$ cat src/rtl/uart_pkg.sv
// Shared definitions for the UART receiver: register offsets, STATUS bit positions
// and the receive FSM encoding.
package uart_pkg;

    localparam logic [1:0] RX_DATA = 2'd0;
    localparam logic [1:0] RX_STAT = 2'd1;

    localparam int unsigned STAT_NOT_EMPTY = 0;
    localparam int unsigned STAT_FULL      = 1;
    localparam int unsigned STAT_FRAME_ERR = 2;
    localparam int unsigned STAT_OVERRUN   = 3;

    typedef enum logic [1:0] {
        StIdle,
        StStart,
        StData,
        StStop
    } rx_state_e;

endpackage

$ cat src/rtl/rx_fifo_sync.sv
// DEPTH x 8 synchronous FIFO. A push into a full FIFO is accepted only when a pop
// happens in the same cycle; otherwise it is dropped and overflow pulses.
module rx_fifo_sync #(
    parameter int unsigned DEPTH = 4
) (
    input  logic       clk,
    input  logic       rst,
    input  logic       push,
    input  logic       pop,
    input  logic [7:0] din,
    output logic [7:0] head,
    output logic       full,
    output logic       empty,
    output logic       overflow
);

    localparam int unsigned AW = $clog2(DEPTH);

    logic [7:0]  mem_q [DEPTH];
    logic [AW-1:0] rd_q, wr_q;
    logic [AW:0]   count_q;
    logic          do_push, do_pop;

    assign empty    = (count_q == '0);
    assign full     = (count_q == (AW+1)'(DEPTH));
    assign do_pop   = pop && !empty;
    assign do_push  = push && (!full || do_pop);
    assign overflow = push && !do_push;
    assign head     = mem_q[rd_q];

    always_ff @(posedge clk) begin
        if (do_push) begin
            mem_q[wr_q] <= din;
        end
    end

    always_ff @(posedge clk) begin
        if (rst) begin
            rd_q    <= '0;
            wr_q    <= '0;
            count_q <= '0;
        end else begin
            if (do_push) wr_q <= wr_q + AW'(1);
            if (do_pop)  rd_q <= rd_q + AW'(1);
            if (do_push && !do_pop)      count_q <= count_q + (AW+1)'(1);
            else if (do_pop && !do_push) count_q <= count_q - (AW+1)'(1);
        end
    end

endmodule

$ cat src/rtl/uart_rx_simp_bus.sv
// 8N1 UART receiver on the simple external bus: synchronizer, bit-timing FSM,
// receive FIFO and a 4-entry register window.
module uart_rx_simp_bus
    import uart_pkg::*;
#(
    parameter int unsigned CLKS_PER_BIT = 104,
    parameter int unsigned DEPTH        = 4
) (
    input  logic       clk,
    input  logic       rst,
    input  logic [1:0] adr,
    input  logic [7:0] din,
    input  logic       wr_en,
    output logic [7:0] dout,
    input  logic       rx_p
);

    localparam int unsigned CW = $clog2(CLKS_PER_BIT);
    localparam logic [CW-1:0] HALF_M1 = CW'(CLKS_PER_BIT / 2 - 1);
    localparam logic [CW-1:0] FULL_M1 = CW'(CLKS_PER_BIT - 1);

    rx_state_e     state_q, state_d;
    logic [CW-1:0] cnt_q, cnt_d;
    logic [2:0]    bit_q, bit_d;
    logic [7:0]    shreg_q, shreg_d;
    logic          rx_s1_q, rx_sync_q, rx_prev_q;
    logic          overrun_q, frame_err_q;
    logic          push, frame_set, pop, clr;
    logic          fifo_full, fifo_empty, fifo_overflow;
    logic [7:0]    fifo_head;
    logic [7:0]    status;
    logic [5:0]    unused_din;

    assign unused_din = din[7:2];

    always_ff @(posedge clk) begin
        if (rst) begin
            rx_s1_q   <= 1'b1;
            rx_sync_q <= 1'b1;
            rx_prev_q <= 1'b1;
        end else begin
            rx_s1_q   <= rx_p;
            rx_sync_q <= rx_s1_q;
            rx_prev_q <= rx_sync_q;
        end
    end

    always_ff @(posedge clk) begin
        if (rst) begin
            state_q <= StIdle;
            cnt_q   <= '0;
            bit_q   <= '0;
            shreg_q <= '0;
        end else begin
            state_q <= state_d;
            cnt_q   <= cnt_d;
            bit_q   <= bit_d;
            shreg_q <= shreg_d;
        end
    end

    always_comb begin
        state_d   = state_q;
        cnt_d     = cnt_q + CW'(1);
        bit_d     = bit_q;
        shreg_d   = shreg_q;
        push      = 1'b0;
        frame_set = 1'b0;
        unique case (state_q)
            StIdle: begin
                cnt_d = '0;
                // Falling edge only: after a frame error the line must go high first.
                if (!rx_sync_q && rx_prev_q) state_d = StStart;
            end
            StStart: begin
                if (cnt_q == HALF_M1) begin
                    cnt_d   = '0;
                    bit_d   = '0;
                    state_d = rx_sync_q ? StIdle : StData;
                end
            end
            StData: begin
                if (cnt_q == FULL_M1) begin
                    cnt_d   = '0;
                    shreg_d = {rx_sync_q, shreg_q[7:1]};
                    bit_d   = bit_q + 3'd1;
                    if (bit_q == 3'd7) state_d = StStop;
                end
            end
            StStop: begin
                if (cnt_q == FULL_M1) begin
                    cnt_d     = '0;
                    state_d   = StIdle;
                    push      = rx_sync_q;
                    frame_set = !rx_sync_q;
                end
            end
            default: state_d = StIdle;
        endcase
    end

    assign pop = wr_en && (adr == RX_STAT) && din[0];
    assign clr = wr_en && (adr == RX_STAT) && din[1];

    rx_fifo_sync #(
        .DEPTH(DEPTH)
    ) u_fifo (
        .clk     (clk),
        .rst     (rst),
        .push    (push),
        .pop     (pop),
        .din     (shreg_q),
        .head    (fifo_head),
        .full    (fifo_full),
        .empty   (fifo_empty),
        .overflow(fifo_overflow)
    );

    // Set beats clear when both land in the same cycle.
    always_ff @(posedge clk) begin
        if (rst) begin
            overrun_q   <= 1'b0;
            frame_err_q <= 1'b0;
        end else begin
            overrun_q   <= fifo_overflow || (overrun_q && !clr);
            frame_err_q <= frame_set || (frame_err_q && !clr);
        end
    end

    always_comb begin
        status                 = '0;
        status[STAT_NOT_EMPTY] = !fifo_empty;
        status[STAT_FULL]      = fifo_full;
        status[STAT_FRAME_ERR] = frame_err_q;
        status[STAT_OVERRUN]   = overrun_q;
    end

    always_comb begin
        dout = 8'h00;
        case (adr)
            RX_DATA: dout = fifo_empty ? 8'h00 : fifo_head;
            RX_STAT: dout = status;
            default: dout = 8'h00;
        endcase
    end

endmodule

$ cat config.mk
export PLATFORM = sky130hd
export DESIGN_NAME = uart_rx_simp_bus
export DESIGN_NICKNAME = d
export VERILOG_FILES = /design/src/rtl/uart_pkg.sv /design/src/rtl/rx_fifo_sync.sv /design/src/rtl/uart_rx_simp_bus.sv
export SDC_FILE = /design/constraint.sdc
export NUM_CORES = 1
export LEC_CHECK = 0
export ABC_AREA = 1
export BUFFER_PORTS_ARGS = -buffer_cell sky130_fd_sc_hd__buf_2
export CAP_MARGIN = 20
export CELL_PAD_IN_SITES_DETAIL_PLACEMENT = 1
export CELL_PAD_IN_SITES_GLOBAL_PLACEMENT = 1
export CORE_MARGIN = 4
export CORE_UTILIZATION = 40
export DETAILED_ROUTE_END_ITERATION = 16
export GPL_TIMING_DRIVEN = 0
export PLACE_DENSITY_LB_ADDON = 0.1
export SLEW_MARGIN = 0
export SYNTH_ARGS = -nofsm -noshare
export SYNTH_HDL_FRONTEND = slang
export SYNTH_HIERARCHICAL = 1
export SYNTH_SLANG_ARGS = --single-unit
$ cat constraint.sdc
create_clock -name clk -period 6.8 [get_ports clk]
set_input_delay 1.02 -clock clk [delete_from_list [all_inputs] [get_ports clk]]
set_output_delay 1.02 -clock clk [all_outputs]
set_load 0.02 [all_outputs]
==> summary.md <==
| Metric | Value |
|---|---|
| Finished Layout Cells | `429` |
| Worst Path Required | `7.04 ns` |
| First-pass GRT wire length | `10.6 mm` |
| Yosys warns | `6` |
| Worst-path fanout max | `8` |
| M1 WL | `3.00 mm` |
| Post-route minimum period | `3.18 ns` |
| Layout Nets | `about 350` |
| Max_cap viols | `0` |
| PortBufs | `15` |
| WL/cell | `14.8 microns` |
| Layout area overhead | `13.7%` |
| Worst Setup End Kind | `flop` |
| Total power draw | `about 0.76 mW` |
| Highest metal used | `met4` |
| Root Driver | `clkbuf_8` |
| Row cnt | `30` |
| Final Core Density | `47.7%` |
| CTS max path bufs | `2` |
| Cts bufs inserted | `9` |
| Dpl cells | `roughly 410` |
| Post-synth cell types | `37` |
| Top-area cell type share of the netlist area | `33.1%` |
| Largest net degree at the start of global routing | `14` |
| Asr flop ratio synth | `0%` |
| HP Class | `reg2reg` |
| Most common flop cell mapped by yosys | `dfxtp_1` |
| Met3 wire len | `slightly below 200 microns` |
| Worst EP arrival | `approximately 3.4 ns` |
| CTS tree | `done` |
| Metal2 WL | `3.02 mm` |
| H-tree depth | `3` |
| Max Transition Viols Final | `0` |
| Slowest-stage cell, CP | `fa_1` |
| Slew margin rel. | `a little over two fifths` |
| Routed vias | `between 2k and 2.5k` |
| DRT iter0 DRCs | `62` |
| Setup_tns | `0 ns` |
| Height of the chip | `93.1 microns` |
| GRT overflow | `0` |
| Die X | `93.1 microns` |
| Top cells by area, synth | `edfxtp_1, dfxtp_1, nor2_1` |
| Fraction of layout cells with a size suffix above 1 | `17.4%` |
| Routability cong. | `0.816` |
| Via-per-instance ratio | `between 5 and 6` |
| Most frequent cell after synthesis | `nor2_1` |
| Core area | `6910 sq um` |
| Hpwl dp | `4.55 mm` |
| Max incr delay on CP | `around 0.39 ns` |
| Setup bufs post-CTS | `0` |
| First-pass detailed-route iteration total | `4` |
| Initial antenna violation count | `0` |
| Post-Route WL | `6.33 mm` |
| Critical path, cell by cell | `buf_2 -> inv_1 -> nor2_1 -> and3_1 -> inv_1 -> nand3_1 -> nand2_1 -> inv_1 -> ha_1 -> inv_1 -> fa_1 -> inv_1 -> nand2_1 -> nand3_1 -> nand2_1 -> nand2_1 -> nor2_1` |
| Post-Synthesis Cells | `302` |
| Status | `finished clean` |
| Worst vdd ir | `0.0998 mV` |
| Pleak | `1.45 nW` |
| Final worst slack | `3.62 ns` |
| Fillers | `approximately 850` |
| Final Cycle Share | `46.7%` |
| RSZ-0062 raised after global routing | `no` |
| Vias in the first global route | `2,096` |
| Setup WS pre-CTS | `around 3.3 ns` |
| Skew final | `~0.0079 ns` |
| Syn Std Cell Area | `between 2000 and 3000 sq um` |
| GRT Total Usage | `15.9%` |
| Avg Cell Area, Syn | `9.60 sq um` |
| N_diodes | `0` |
| Critical path's most frequent cell | `inv_1` |
| FMAX | `315 MHz` |
| Full die area | `8670 sq um` |
| Post-CTS Resized | `0` |
| Top-Level Pins | `22` |
| Final setup vio count | `0` |
| PD cells | `230 nW/um^2` |
| Type of origin of the critical path | `primary input` |
| Worst-Skew Late Latency | `around 0.33 ns` |
| Top cells by count, synth | `nor2_1, dfxtp_1, inv_1` |
| FF+latch count, synth | `66` |
| Crit Path Category | `in2reg` |
| Register area share after synthesis | `a little under three fifths` |
| CTS clock-pin slew for the worst setup and hold paths | `0.08 ns` |
| ANT nets after route | `0` |
| Fin. Hold Viols | `0` |
| Clock sinks | `66` |
| DRC | `0` |
| Cell taking the most area after synthesis | `edfxtp_1` |
| Initial Util | `42.0%` |
| Worst Tran Pin Value | `0.863 ns` |
| Mapped Nets | `325` |
| EDFF count, synth | `32` |
| Hold_buf cts | `0` |
-- metal layers --
layer / GRT usage, % / vias to the layer above
met1: 20.9 / 1039
met3: 2.57 / 10
met2: 26.0 / 33
met5: 0 / -
li1: - / 1066
met4: 6.96 / 0
-- area by class of cell --
class                      instances  area [sq um]  share of cell area, %
clock buffer                       9           124                   3.76
timing repair buffer              15          75.1                   2.28
inverter                          38           145                   4.40
clock inverter                     7          77.6                   2.35
buffer                             4          47.5                   1.44
sequential                        66          1640                   49.8
multi-input combinational        194          1060                   32.3
tap                               96           120                   3.64
-- cells by family (layout without fill, tap and decap cells) --
kind of cell / after synthesis / in the layout / share of synthesized area [%]
and+or+nand+nor: 127 / 127 / 20.1
DFF: 66 / 66 / 56.6
buffers and inverters: 42 / 73 / 6.65
AOI/OAI and AO/OA: 53 / 53 / 11.0
xor gates and xnor gates: 5 / 5 / 1.51
adders and majority gates: 9 / 9 / 4.14
-- report_power, final --
group / total, mW / internal, mW / switching (mW)
Combinational: 0.0120 / 0.00382 / 0.00813
Clock: 0.330 / 0.172 / 0.158
Sequential: 0.414 / 0.413 / 0.000683
Total: 0.756 / 0.589 / 0.167
-- state kept, by name, summed over array words and instances (netlist names), 2 cells and up, named ones only --
signal,cells
u_fifo/mem_q,32
u_fifo/wr_q,2
u_fifo/rd_q,2
shreg_q,8
u_fifo/count_q,3
cnt_q,7
bit_q,3
-- path summary, 6_finish.rpt --
path,start,endpoint,slack [ns],cells after the start
worst min-delay path,rx_s1_q,rx_sync_q,0.41,1
worst max register to register,cnt_q[0],u_fifo/count_q[2],3.95,16
worst max-delay path,adr[0],u_fifo/count_q[2],3.62,17
worst min register to register,rx_s1_q,rx_sync_q,0.41,1
-- critical path: cells and delay by family --
family	cells	cell delay, ns
buffers and inverters	6	0.55
and+or+nand+nor	9	1.28
adders and majority gates	2	0.56
-- layout by cell type (no fill, tap or decap), drive strengths merged, types with 2 or more instances in the layout --
| master | n |
|---|---|
| nor2 | 68 |
| inv | 40 |
| nand2 | 35 |
| dfxtp | 34 |
| edfxtp | 32 |
| o21ai | 28 |
| buf | 19 |
| nand3 | 13 |
| a21oi | 11 |
| clkbuf | 9 |
| ha | 8 |
| o22ai | 8 |
| nor3 | 4 |
| xor2 | 4 |
| a32o | 3 |
| clkinv | 3 |
| nand4 | 2 |
| or2 | 2 |
-- stage by stage --
stage	instance area, sq um	hold slack (ns)
4_1_cts	3300	0.422
6_report	3300	0.414
3_5_place_dp	3090	0.401
3_3_place_gp	3090	0.397
5_1_grt	3300	0.440
2_1_floorplan	2900	0.389
(Power assumes the default switching activity.)
